### src/rtl/simd_pkg.sv
// Shared constants and types for the SIMD de-interleaver.
package simd_pkg;
    localparam int SIMD_WIDTH = 256;
    localparam int HALF_W     = SIMD_WIDTH / 2;

    localparam logic [2:0] MODE_8   = 3'd0;
    localparam logic [2:0] MODE_16  = 3'd1;
    localparam logic [2:0] MODE_32  = 3'd2;
    localparam logic [2:0] MODE_64  = 3'd3;
    localparam logic [2:0] MODE_128 = 3'd4;
    localparam logic [2:0] MODE_256 = 3'd5;

    typedef enum logic [1:0] {IDLE, HALF, FULL} state_t;
endpackage

### src/rtl/simd_lane_split.sv
// Combinational split of one interleaved beat into its A and B half-vectors.
// Modes 5..7 have no pairing, so both halves read as zero there.
module simd_lane_split
    import simd_pkg::*;
(
    input  logic [SIMD_WIDTH-1:0] in_data,
    input  logic [2:0]            mode,
    output logic [HALF_W-1:0]     a_half,
    output logic [HALF_W-1:0]     b_half
);
    logic [4:0][HALF_W-1:0] a_m;
    logic [4:0][HALF_W-1:0] b_m;

    // Word j of width 2W carries {A_j, B_j}; element j lands at [j*W +: W].
    for (genvar m = 0; m < 5; m++) begin : g_mode
        localparam int W  = 8 << m;
        localparam int NH = (SIMD_WIDTH / W) / 2;
        for (genvar j = 0; j < NH; j++) begin : g_el
            assign a_m[m][j*W +: W] = in_data[(j+1)*2*W-1 -: W];
            assign b_m[m][j*W +: W] = in_data[j*2*W +: W];
        end
    end

    always_comb begin
        a_half = '0;
        b_half = '0;
        case (mode)
            MODE_8:   begin a_half = a_m[0]; b_half = b_m[0]; end
            MODE_16:  begin a_half = a_m[1]; b_half = b_m[1]; end
            MODE_32:  begin a_half = a_m[2]; b_half = b_m[2]; end
            MODE_64:  begin a_half = a_m[3]; b_half = b_m[3]; end
            MODE_128: begin a_half = a_m[4]; b_half = b_m[4]; end
            default:  ;
        endcase
    end
endmodule

### src/rtl/simd_deinterleaver.sv
// Two-beat de-interleaver: low/high beats of {A,B} pairs rebuilt into A and B vectors.
// Define SIMD_DEINTERLEAVER_ERR_EN to enable protocol checking and the err pulse.
module simd_deinterleaver #(
    parameter int SIMD_WIDTH = 256
) (
    input  logic                  clk,
    input  logic                  rst,
    input  logic                  in_valid,
    output logic                  in_ready,
    input  logic [SIMD_WIDTH-1:0] in_data,
    input  logic                  in_hi,
    input  logic [2:0]            data_mode,
    output logic                  out_valid,
    input  logic                  out_ready,
    output logic [SIMD_WIDTH-1:0] out_a,
    output logic [SIMD_WIDTH-1:0] out_b,
    output logic                  err
);
    import simd_pkg::*;

`ifdef SIMD_DEINTERLEAVER_ERR_EN
    localparam bit ERR_EN = 1'b1;
`else
    localparam bit ERR_EN = 1'b0;
`endif
    localparam int HW = SIMD_WIDTH / 2;

    state_t                state_q, state_d;
    logic [SIMD_WIDTH-1:0] a_q, b_q;
    logic [2:0]            mode_q, split_mode;
    logic [HW-1:0]         a_half, b_half;
    logic                  rdy_en_q, err_q, err_d;
    logic                  accept, mode_ok, ld_lo, ld_hi, ld_full;

    assign accept  = in_valid && in_ready;
    // Without checking, the latched mode alone decides how the high beat splits.
    assign mode_ok = !ERR_EN || (data_mode == mode_q);
    assign split_mode = (state_q == HALF && in_hi) ? mode_q : data_mode;

    simd_lane_split u_split (
        .in_data (in_data),
        .mode    (split_mode),
        .a_half  (a_half),
        .b_half  (b_half)
    );

    always_comb begin
        state_d = state_q;
        ld_lo   = 1'b0;
        ld_hi   = 1'b0;
        ld_full = 1'b0;
        err_d   = 1'b0;
        case (state_q)
            IDLE: if (accept) begin
                if (data_mode >= MODE_256) begin
                    ld_full = 1'b1;
                    state_d = FULL;
                end else if (!in_hi) begin
                    ld_lo   = 1'b1;
                    state_d = HALF;
                end else begin
                    err_d   = 1'b1;
                end
            end
            HALF: if (accept) begin
                if (!in_hi) begin
                    ld_lo   = 1'b1;
                    err_d   = 1'b1;
                end else if (mode_ok) begin
                    ld_hi   = 1'b1;
                    state_d = FULL;
                end else begin
                    err_d   = 1'b1;
                    state_d = IDLE;
                end
            end
            FULL: if (out_ready) state_d = IDLE;
            default: state_d = IDLE;
        endcase
    end

    always_ff @(posedge clk or posedge rst) begin
        if (rst) begin
            state_q  <= IDLE;
            a_q      <= '0;
            b_q      <= '0;
            mode_q   <= MODE_8;
            rdy_en_q <= 1'b0;
            err_q    <= 1'b0;
        end else begin
            state_q  <= state_d;
            rdy_en_q <= 1'b1;
            err_q    <= ERR_EN && err_d;
            if (ld_full) begin
                a_q <= in_data;
                b_q <= '0;
            end
            if (ld_lo) begin
                a_q[HW-1:0] <= a_half;
                b_q[HW-1:0] <= b_half;
                mode_q      <= data_mode;
            end
            if (ld_hi) begin
                a_q[SIMD_WIDTH-1:HW] <= a_half;
                b_q[SIMD_WIDTH-1:HW] <= b_half;
            end
        end
    end

    // in_ready stays low through reset and rises on the first edge after it.
    assign in_ready  = rdy_en_q && (state_q != FULL);
    assign out_valid = (state_q == FULL);
    assign out_a     = a_q;
    assign out_b     = b_q;
    assign err       = ERR_EN ? err_q : 1'b0;
endmodule

### config.mk
export PLATFORM = sky130hd
export DESIGN_NAME = simd_deinterleaver
export DESIGN_NICKNAME = d
export VERILOG_FILES = /design/src/rtl/simd_pkg.sv /design/src/rtl/simd_lane_split.sv /design/src/rtl/simd_deinterleaver.sv
export SDC_FILE = /design/constraint.sdc
export NUM_CORES = 1
export LEC_CHECK = 0
export ABC_AREA = 1
export CORE_AREA = 2 2 302 304
export DETAILED_ROUTE_END_ITERATION = 10
export DIE_AREA = 0 0 304 306
export DONT_BUFFER_PORTS = 1
export PLACE_DENSITY = 0.55
export SYNTH_ARGS = -nofsm -noshare
export SYNTH_HDL_FRONTEND = slang
export SYNTH_SLANG_ARGS = --single-unit
### constraint.sdc
create_clock -name clk -period 34.9 [get_ports clk]
set_clock_uncertainty 0.1 [all_clocks]
set_input_delay 10.47 -clock clk [delete_from_list [all_inputs] [get_ports clk]]
set_output_delay 10.47 -clock clk [all_outputs]
set_load 0.005 [all_outputs]
# ---- After elaboration in Yosys (flattened, before gate mapping)
# Cells that the tools add are included.
dict set report word_totals {
  register_bits 518
  in_bits 264
  output_inout_bits 515
  word_cells 55
}
dict set report classes {
  magnitude_cmp 1
  n_eq_ne 12
  mux 27
  n_reduce_logical 8
}
# op n
set op_table {}
lappend op_table {{case mux 128 bit (5 select lines)} 2}
lappend op_table {{two-way mux 128 bit} 4}
lappend op_table {{two-way mux 256 bit} 2}
lappend op_table {{two-way mux 2 bit} 6}
lappend op_table {{two-way mux 1 bit} 10}
lappend op_table {{inequality test 2 bit, second input constant} 4}
lappend op_table {{equality test 3 x 2 -> 1 bit, second input constant} 2}
lappend op_table {{case mux 2 bit (3 select lines)} 1}
lappend op_table {{AND reduction 5 bit} 1}
lappend op_table {{nonzero test 2 bit} 2}
lappend op_table {{equality test 3 x 1 -> 1 bit, second input constant} 1}
lappend op_table {{equality test 3 bit, second input constant} 1}
lappend op_table {{greater-or-equal comparator 3 bit, second input constant} 1}
lappend op_table {{logical AND 1 bit} 3}
lappend op_table {{logical NOT 3 bit} 1}
lappend op_table {{two-way mux 3 bit} 1}
lappend op_table {{inequality test 3 bit, second input constant} 1}
lappend op_table {{equality test 2 x 1 -> 1 bit, second input constant} 1}
lappend op_table {{equality test 2 bit, second input constant} 1}
lappend op_table {{logical NOT 2 bit} 1}
lappend op_table {{inequality test 2 x 1 -> 1 bit, second input constant} 1}
lappend op_table {{case mux 1 bit (2 select lines)} 1}

# ---- Longest topological paths before layout
# Gate-level depths: netlist (run 1).
dict set report depth {
  word_depth 7
  depth_mapped 14
  ltp_nobuf 12
}

# ---- Modules after synthesis
# Synthesis (run 1) repeated with hierarchy kept, for this count alone.
dict set report hier_totals {
  hier_cells 4431
  area_unflattened_um2 29769.8
}
# module instances cells_per_inst area_each_um2 seq_area_each_um2
set modules_own_cells {}
lappend modules_own_cells {simd_deinterleaver 1 3103 23994.3 12962.4}
lappend modules_own_cells {simd_lane_split 1 1328 5775.5 0.0}

# ---- Worst setup path before layout (run 1)
# Ideal clock, no wire load.
dict set report synth_path {
  kind {input -> register}
  from {in in_hi}
  to {reg a_q[58] (netlist: out_a[58])}
  setup_ns 0.116
  arrival_ns 11.807
  required_ns 34.684
  path_slack_ns 22.876
  cell_stages 12
  n_path_buf 3
  path_cell_list {buf_2 -> nand3_4 -> nand2_1 -> nand2_2 -> nand3_2 -> buf_2 -> buf_2 -> nor2_1 -> a21oi_1 -> nand2_1 -> nand2_1 -> nand2_1}
}
dict set report synth_via {
  elab_chain_len 5
  elab_cells_between_ends 15
  classes_between {4 x eq/ne; 8 x mux; 3 x reduce/logical}
}
# item line_no
set synth_lines {}
lappend synth_lines {{from (decl)} simd_deinterleaver.sv:11} ;# input logic in_hi,
lappend synth_lines {{logical AND 1 bit or two-way mux 1 bit (tied branches)} {simd_deinterleaver.sv:38, simd_deinterleaver.sv:58, simd_deinterleaver.sv:66}}
lappend synth_lines {{two-way mux 3 bit or two-way mux 1 bit (tied branches)} {simd_deinterleaver.sv:38, simd_deinterleaver.sv:55}}
lappend synth_lines {{equality test 3 bit, or another cell as far along} simd_lane_split.sv:27} ;# case (mode)
lappend synth_lines {{case mux 128 bit (5 select lines) or case mux 1 bit (2 select lines) (tied branches)} {simd_lane_split.sv:27, simd_deinterleaver.sv:53}}
lappend synth_lines {{two-way mux 128 bit or nonzero test 2 bit (tied branches)} n/a}
lappend synth_lines {{to (signal assigned)} simd_deinterleaver.sv:95} ;# a_q <= in_data;
lappend synth_lines {{to (signal, indexed assignment)} simd_deinterleaver.sv:99} ;# a_q[HW-1:0] <= a_half;
lappend synth_lines {{to (signal, indexed assignment)} simd_deinterleaver.sv:104} ;# a_q[SIMD_WIDTH-1:HW] <= a_half;
lappend synth_lines {{to (decl)} simd_deinterleaver.sv:29} ;# logic [SIMD_WIDTH-1:0] a_q, b_q;
# Parallel ways exist; a longest one is shown, timed or not.
# A chain may end at the register's enable or synchronous reset.

# ---- Final worst setup path (run 1)
dict set report layout_path {
  from {in in_hi}
  to {reg a_q[83] (netlist: out_a[83])}
}
# The elaborated chain is that of the path after synthesis.

==> impl_metrics.py, run 1 <==
metrics = {
    "placement": {
        "pre_cts_slack_ns": 20.45,
        "numPlacedInstances": 4926,
        "routabilityCongestion": 0.920,
        "number_of_buffers_inserted_by_port_buffering": 0,
        "hpwlAfterDp_mm": 115,
    },
    "route": {
        "first_iter_violations": 3447,
        "routed-via-count": 28500,
        "drt_first_pass_iters": 8,
        "post-route-drc-count": 0,
        "post_drt_via_cell_ratio": 5.65,
        "postRouteAntennaNets": 0,
        "post_drt_wl_per_cell_um": 32.1,
        "routed_wirelength_mm": 162,
    },
    "critical_path": {
        "critPathSlowestCell": "sky130_fd_sc_hd__nor2_4",
        "setup_crit_path_kind": "in -> reg",
        "worst_path_largest_cell_delay_ns": 0.83,
        "crit_path_end_kind": "register",
        "timing.critical_path.cells": "nand3_4 > nand2_1 > nand2_4 > nor2_4 > nand2_2 > clkinv_2 > buf_4 > nand2_1 > nand3_1 > nand2_1 > nand2_1",
        "arrival_ns": 14.33,
        "startpoint_type_of_the_worst_setup_path": "primary input",
        "critPathRequiredTime_ns": 35.41,
        "crit_fanout": 63,
        "crit_family": "simple AND/OR/NAND/NOR gates",
        "timing.critical_path.buf_inv": 2,
        "timing.critical_path.mode_cell": "sky130_fd_sc_hd__nand2_1",
    },
    "sta": {
        "max-slew-margin-rel_pct": 25.5,
        "final.setup.worst_slack_ns": 21.07,
        "final.setup.tns_ns": 0,
        "fin_hold_ws_ns": 0.406,
        "layout_worst_path_cycle_share_pct": 39.6,
        "final_hold_vio_count": 0,
        "report.final.slew_viol_count": 0,
        "grt_setup_unrepaired": "no",
        "tightest_slew_ns": 1.12,
        "finalSetupViolations": 0,
        "timing.final.crit_period_ns": 13.83,
        "fmax_mhz": 72.3,
    },
    "finish": {
        "area_growth_syn_to_layout_pct": 9.52,
        "layout.filler_cells": 9675,
        "layout.cells.non_filler": 5047,
        "drive_above_1_share_pct": 4.67,
        "nets": 4077,
    },
    "cts": {
        "clock_tree.root_cell": "sky130_fd_sc_hd__clkbuf_16",
        "cts_setup_buffers": 0,
        "cts.htree.levels": 2,
        "number_of_buffers_inserted_during_clock_tree_synthesis": 61,
        "postCtsResizedCells": 0,
        "cts_hold_buffers": 0,
        "clk_transition_reported_paths_ns": 0.06,
        "worst_skew_pair.late_latency_ns": 0.66,
        "maximum_clock_path_buffer_count": 3,
        "tritoncts": "yes",
        "clock_sinks": 518,
    },
    "global_routing": {
        "antenna_found_initial": 14,
        "via_count_of_the_first_global_routing_pass": 26400,
        "global_route_usage_over_all_layers_pct": 33.7,
        "gr-total-overflow": 0,
        "maximum_number_of_pins_on_one_net_before_global_route_repair": 167,
        "first_pass_grt_wire_length_mm": 223,
    },
    "logic_synthesis": {
        "yosys_register_bits": 518,
        "post_synth_main_area_contributors": "sky130_fd_sc_hd__dfrtp_1 (47%), sky130_fd_sc_hd__nand2_1 (24%), sky130_fd_sc_hd__nand3_1 (7.9%), sky130_fd_sc_hd__inv_1 (3.3%), sky130_fd_sc_hd__o21ai_0 (3.0%)",
        "yosysWarnings": 0,
        "number_of_distinct_library_cells_after_synthesis": 31,
        "synthDominantCellAreaShare_pct": 46.6,
        "synthCells": 3983,
        "syn_avg_cell_area_um2": 6.99,
        "syn-num-nets": 4247,
        "synth_area_um2": 27800,
        "netlist.top_cell.by_area": "sky130_fd_sc_hd__dfrtp_1",
        "synth-seq-area-share_pct": 46.6,
    },
    "power": {
        "powerDensity_nw_per_um2": 84.3,
        "fin_total_pwr_mw": 2.57,
        "power_leakage_nw": 15.9,
        "irDropWorstVdd_mv": 0.0376,
    },
    "die": {
        "total_die_area_um2": 93000,
        "rows": 110,
        "pin_count": 779,
        "die_width_um": 304,
        "core_area_um2": 89600,
        "floorplan.initialDensity_pct": 31.1,
        "floorplan.die.height_um": 306,
    },
    "job": {
        "total_of_max_cap_violations": 0,
    },
    "min_path": {
        "hold_path_class": "reg -> reg",
    },
    "status": {
        "outcome": "complete, no violations",
    },
}
-- tightest hold or removal path: stages, from the launching register on --
cell and delay, ns:
sky130_fd_sc_hd__dfrtp_1 0.36, sky130_fd_sc_hd__nand2_1 0.06, sky130_fd_sc_hd__nand2_1 0.05
-- logic make-up (layout without fill, tap and decap cells) --
| kind of cell | Yosys count | after routing | share of synthesized area [%] |
|---|---|---|---|
| buf+inv | 527 | 402 | 7.86 |
| simple gates | 2502 | 2502 | 36.9 |
| compound gates | 434 | 434 | 8.60 |
| other cells | 2 | 15 | 0.0270 |
| flops | 518 | 518 | 46.6 |
-- cells in the mapped netlist (all sizes together) --
| library cell | number |
|---|---|
| a21boi | 3 |
| a21oi | 150 |
| a22oi | 21 |
| buf | 170 |
| clkbuf | 100 |
| clkinv | 1 |
| conb | 2 |
| dfrtp | 518 |
| inv | 256 |
| nand2 | 1770 |
| nand3 | 447 |
| nand4 | 59 |
| nor2 | 176 |
| nor3 | 48 |
| o211ai | 39 |
| o21ai | 207 |
| o221ai | 13 |
| o31ai | 1 |
| or2 | 2 |
-- registers in the layout, indices dropped and copies added, names as in the netlist --
| register | cells |
|---|---|
| out_b | 256 |
| rdy_en_q | 1 |
| mode_q | 3 |
| out_a | 256 |
| state_q | 2 |
-- worst paths after layout --
check	from	endpoint	slack, ns	cells past startpoint
max	in_hi	out_a[83]	21.07	11
min	out_b[12]	out_b[12]	0.41	2
max reg2reg	state_q[0]	out_a[193]	30.07	11
min reg2reg	out_b[12]	out_b[12]	0.41	2
max in group asynchronous	rst	out_a[215]	22.51	3
min in group asynchronous	rst	out_b[4]	9.69	1
-- area by class of cell --
type / instances / area [µm²] / area share (%)
sequential: 518 / 13000 / 42.5
multi-input combinational: 2938 / 12800 / 41.8
clock buffer: 86 / 1770 / 5.81
tap: 1176 / 1470 / 4.83
inverter: 257 / 997 / 3.27
timing repair buffer: 37 / 315 / 1.03
clock inverter: 22 / 181 / 0.595
antenna: 13 / 32.5 / 0.107
-- layer usage --
layer  up-vias  global-route usage [%]  share of wire [%]
met2      1886                    52.9                 45
met3       388                    14.2                 13
li1      12400                       -                  -
met4        10                    14.8                5.3
met1     13900                    40.4                 37
met5         -                       0              0.043
-- layout by cell type (no fill, tap or decap), types with 48 or more instances in the layout --
cell,count
sky130_fd_sc_hd__nor2_1,164
sky130_fd_sc_hd__dfrtp_1,518
sky130_fd_sc_hd__o21ai_0,166
sky130_fd_sc_hd__nand4_1,58
sky130_fd_sc_hd__nand2_1,1757
sky130_fd_sc_hd__clkbuf_16,61
sky130_fd_sc_hd__inv_1,245
sky130_fd_sc_hd__nor3_1,48
sky130_fd_sc_hd__a21oi_1,150
sky130_fd_sc_hd__nand3_1,442
-- per-stage QoR --
stage | instance area, µm² | util, %
2_1_floorplan | 27800 | -
3_3_place_gp | 28500 | 31.8
3_5_place_dp | 28500 | 31.8
4_1_cts | 30400 | 34.0
5_1_grt | 30500 | 34.0
6_report | 30500 | 34.0
-- where the power goes --
group	leakage, nW	internal (mW)	switching (mW)
clock network	0.964	0.365	0.283
logic	8.18	0.216	0.508
registers	6.74	0.862	0.336
total	15.9	1.44	1.13
No activity file was read; power rests on OpenSTA's default activity.
==> run 2, diff against run 1 <==
--- a/config.mk
+++ b/config.mk
@@ -6,9 +6,9 @@
 export NUM_CORES = 1
 export LEC_CHECK = 0
 export ABC_AREA = 1
-export CORE_AREA = 2 2 302 304
+export CORE_AREA = 2 2 307 309
 export DETAILED_ROUTE_END_ITERATION = 10
-export DIE_AREA = 0 0 304 306
+export DIE_AREA = 0 0 309 311
 export DONT_BUFFER_PORTS = 1
 export PLACE_DENSITY = 0.55
 export SYNTH_ARGS = -nofsm -noshare
==> constraint.sdc (replaced) <==
create_clock -name clk -period 12.5 [get_ports clk]
set_clock_uncertainty 0.1 [all_clocks]
set_input_delay 3.75 -clock clk [delete_from_list [all_inputs] [get_ports clk]]
set_output_delay 3.75 -clock clk [all_outputs]
set_load 0.005 [all_outputs]
==> run 2 against run 1 <==
Against the previous run:
- sequential power grew to 2.8 times the previous value
- worst setup slack got worse by 16 ns
- clock power grew to 3.0 times the previous value
- register-to-register slack worse by 22 ns
- global-route usage down 0.47 points
- via count increased by 0.27%
- critical endpoint is now out_a[33]
- highest routed layer unchanged
==> impl_metrics.py, run 2 (synthesis gave the netlist of run 1 again) <==
metrics = {
    "die": {
        "rows": 112,
        "floorplan.die.height_um": 311,
        "pin_count": 779,
        "floorplan.initialDensity_pct": 30.0,
        "die_width_um": 309,
        "total_die_area_um2": 96100,
        "core_area_um2": 92800,
    },
    "sta": {
        "max-slew-margin-rel_pct": 19.6,
        "final_hold_vio_count": 0,
        "report.final.slew_viol_count": 0,
        "finalSetupViolations": 0,
        "tightest_slew_ns": 1.21,
        "fmax_mhz": 139,
        "timing.final.crit_period_ns": 7.22,
        "final.setup.tns_ns": 0,
        "grt_setup_unrepaired": "no",
        "layout_worst_path_cycle_share_pct": 57.7,
    },
    "cts": {
        "number_of_buffers_inserted_during_clock_tree_synthesis": 67,
        "cts_hold_buffers": 0,
        "clock_sinks": 518,
        "maximum_clock_path_buffer_count": 3,
        "cts_setup_buffers": 0,
        "clk_transition_reported_paths_ns": 0.06,
        "clock_tree.root_cell": "sky130_fd_sc_hd__clkbuf_16",
        "tritoncts": "yes",
        "worst_skew_pair.late_latency_ns": 0.62,
        "cts.htree.levels": 3,
        "postCtsResizedCells": 0,
    },
    "global_routing": {
        "via_count_of_the_first_global_routing_pass": 26700,
        "global_route_usage_over_all_layers_pct": 33.3,
        "first_pass_grt_wire_length_mm": 226,
        "maximum_number_of_pins_on_one_net_before_global_route_repair": 158,
        "gr-total-overflow": 0,
        "antenna_found_initial": 10,
    },
    "job": {
        "total_of_max_cap_violations": 0,
    },
    "power": {
        "irDropWorstVdd_mv": 0.116,
        "powerDensity_nw_per_um2": 239,
        "power_leakage_nw": 16.0,
    },
    "min_path": {
        "hold_path_class": "reg -> reg",
    },
    "route": {
        "post_drt_wl_per_cell_um": 32.1,
        "post_drt_via_cell_ratio": 5.58,
        "post-route-drc-count": 0,
        "drt_first_pass_iters": 8,
        "routed-via-count": 28600,
        "postRouteAntennaNets": 0,
        "first_iter_violations": 3362,
        "routed_wirelength_mm": 164,
    },
    "finish": {
        "layout.cells.non_filler": 5128,
        "drive_above_1_share_pct": 4.71,
        "layout_commonest_cell": "sky130_fd_sc_hd__nand2_1",
        "nets": 4083,
        "layout.filler_cells": 10100,
        "area_growth_syn_to_layout_pct": 10.4,
        "mostFrequentLayoutCells": "sky130_fd_sc_hd__nand2_1 (1,757), sky130_fd_sc_hd__dfrtp_1 (518), sky130_fd_sc_hd__nand3_1 (442), sky130_fd_sc_hd__inv_1 (245), sky130_fd_sc_hd__o21ai_0 (166)",
    },
    "placement": {
        "numPlacedInstances": 5004,
        "hpwlAfterDp_mm": 117,
        "routabilityCongestion": 0.912,
        "number_of_buffers_inserted_by_port_buffering": 0,
    },
    "status": {
        "outcome": "complete, no violations",
    },
    "critical_path": {
        "setup_crit_path_kind": "in -> reg",
        "arrival_ns": 7.60,
        "crit_path_end_kind": "register",
        "critPathRequiredTime_ns": 12.89,
        "crit_fanout": 42,
        "startpoint_type_of_the_worst_setup_path": "primary input",
    },
}
==> run 2: cell count changes in the layout (fill, tap and decap cells not counted) <==
cell,change
sky130_fd_sc_hd__buf_12,-1
sky130_fd_sc_hd__clkinv_2,-3
sky130_fd_sc_hd__clkbuf_16,+8
sky130_fd_sc_hd__inv_4,+1
sky130_fd_sc_hd__diode_2,-5
sky130_fd_sc_hd__inv_8,-1
sky130_fd_sc_hd__buf_4,+1
sky130_fd_sc_hd__clkbuf_8,-7
sky130_fd_sc_hd__inv_6,+4
sky130_fd_sc_hd__clkinv_4,-2
sky130_fd_sc_hd__clkbuf_1,+6
sky130_fd_sc_hd__bufinv_16,+2
==> run 2: worst paths after layout <==
path                            slack (ns)       start  depth (start not counted)         end
max in group asynchronous             6.99         rst                          3   out_b[86]
worst min register to register        0.40  out_b[141]                          2  out_b[141]
worst min-delay path                  0.40  out_b[141]                          2  out_b[141]
worst max-delay path                  5.28       in_hi                         11   out_a[33]
worst max register to register        7.83  state_q[0]                         11   out_a[33]
min in group asynchronous             3.06         rst                          1   out_b[20]
==> run 2: metrics by stage <==
step                      setup slack (ns)  cell area (µm²)  power [mW]  hold WS (ns)  utilization (%)
after global routing                  5.26            30700        7.75         0.420             33.1
after detailed placement              4.84            28600        5.38         0.392             30.8
after CTS                             5.51            30700        7.36         0.409             33.1
after floorplan                       1.61            27800        4.31         0.372                -
final                                 5.28            30700        7.34         0.402             33.1
after global placement                4.89            28600        5.34         0.388             30.8
==> run 2: final cells by class <==
| type | instances | area [µm²] | share of cell area, % |
|---|---|---|---|
| Sequential cell | 518 | 13000 | 42.2 |
| Multi-Input combinational cell | 2938 | 12800 | 41.5 |
| Timing Repair Buffer | 37 | 303 | 0.985 |
| Clock inverter | 23 | 241 | 0.786 |
| Inverter | 257 | 995 | 3.24 |
| Antenna cell | 8 | 20.0 | 0.0651 |
| Clock buffer | 93 | 1900 | 6.17 |
| Tap cell | 1254 | 1570 | 5.10 |
==> run 2: report_power, final <==
group          switching (mW)  internal [mW]  leakage, nW
clock network           0.821           1.14         1.05
registers               0.938           2.41         6.74
logic                    1.43          0.602         8.17
total                    3.19           4.15         16.0
==> run 2: worst max-delay path, stage by stage <==
cell and delay, ns:
sky130_fd_sc_hd__nand3_4 0.11, sky130_fd_sc_hd__nand2_1 0.11, sky130_fd_sc_hd__nand2_4 0.53, sky130_fd_sc_hd__nor2_4 0.17, sky130_fd_sc_hd__nand2_2 0.46, sky130_fd_sc_hd__clkinv_2 0.88, sky130_fd_sc_hd__buf_4 0.61, sky130_fd_sc_hd__nand2_1 0.13
sky130_fd_sc_hd__nand2_1 0.06, sky130_fd_sc_hd__o21ai_0 0.54, sky130_fd_sc_hd__nand2_1 0.11
==> run 2: metal layers <==
metal / part of all wire (%) / global-route usage (%)
met5: 0.041 / 0
met4: 5.9 / 17.2
met2: 44 / 51.3
met1: 37 / 39.4
met3: 13 / 13.9
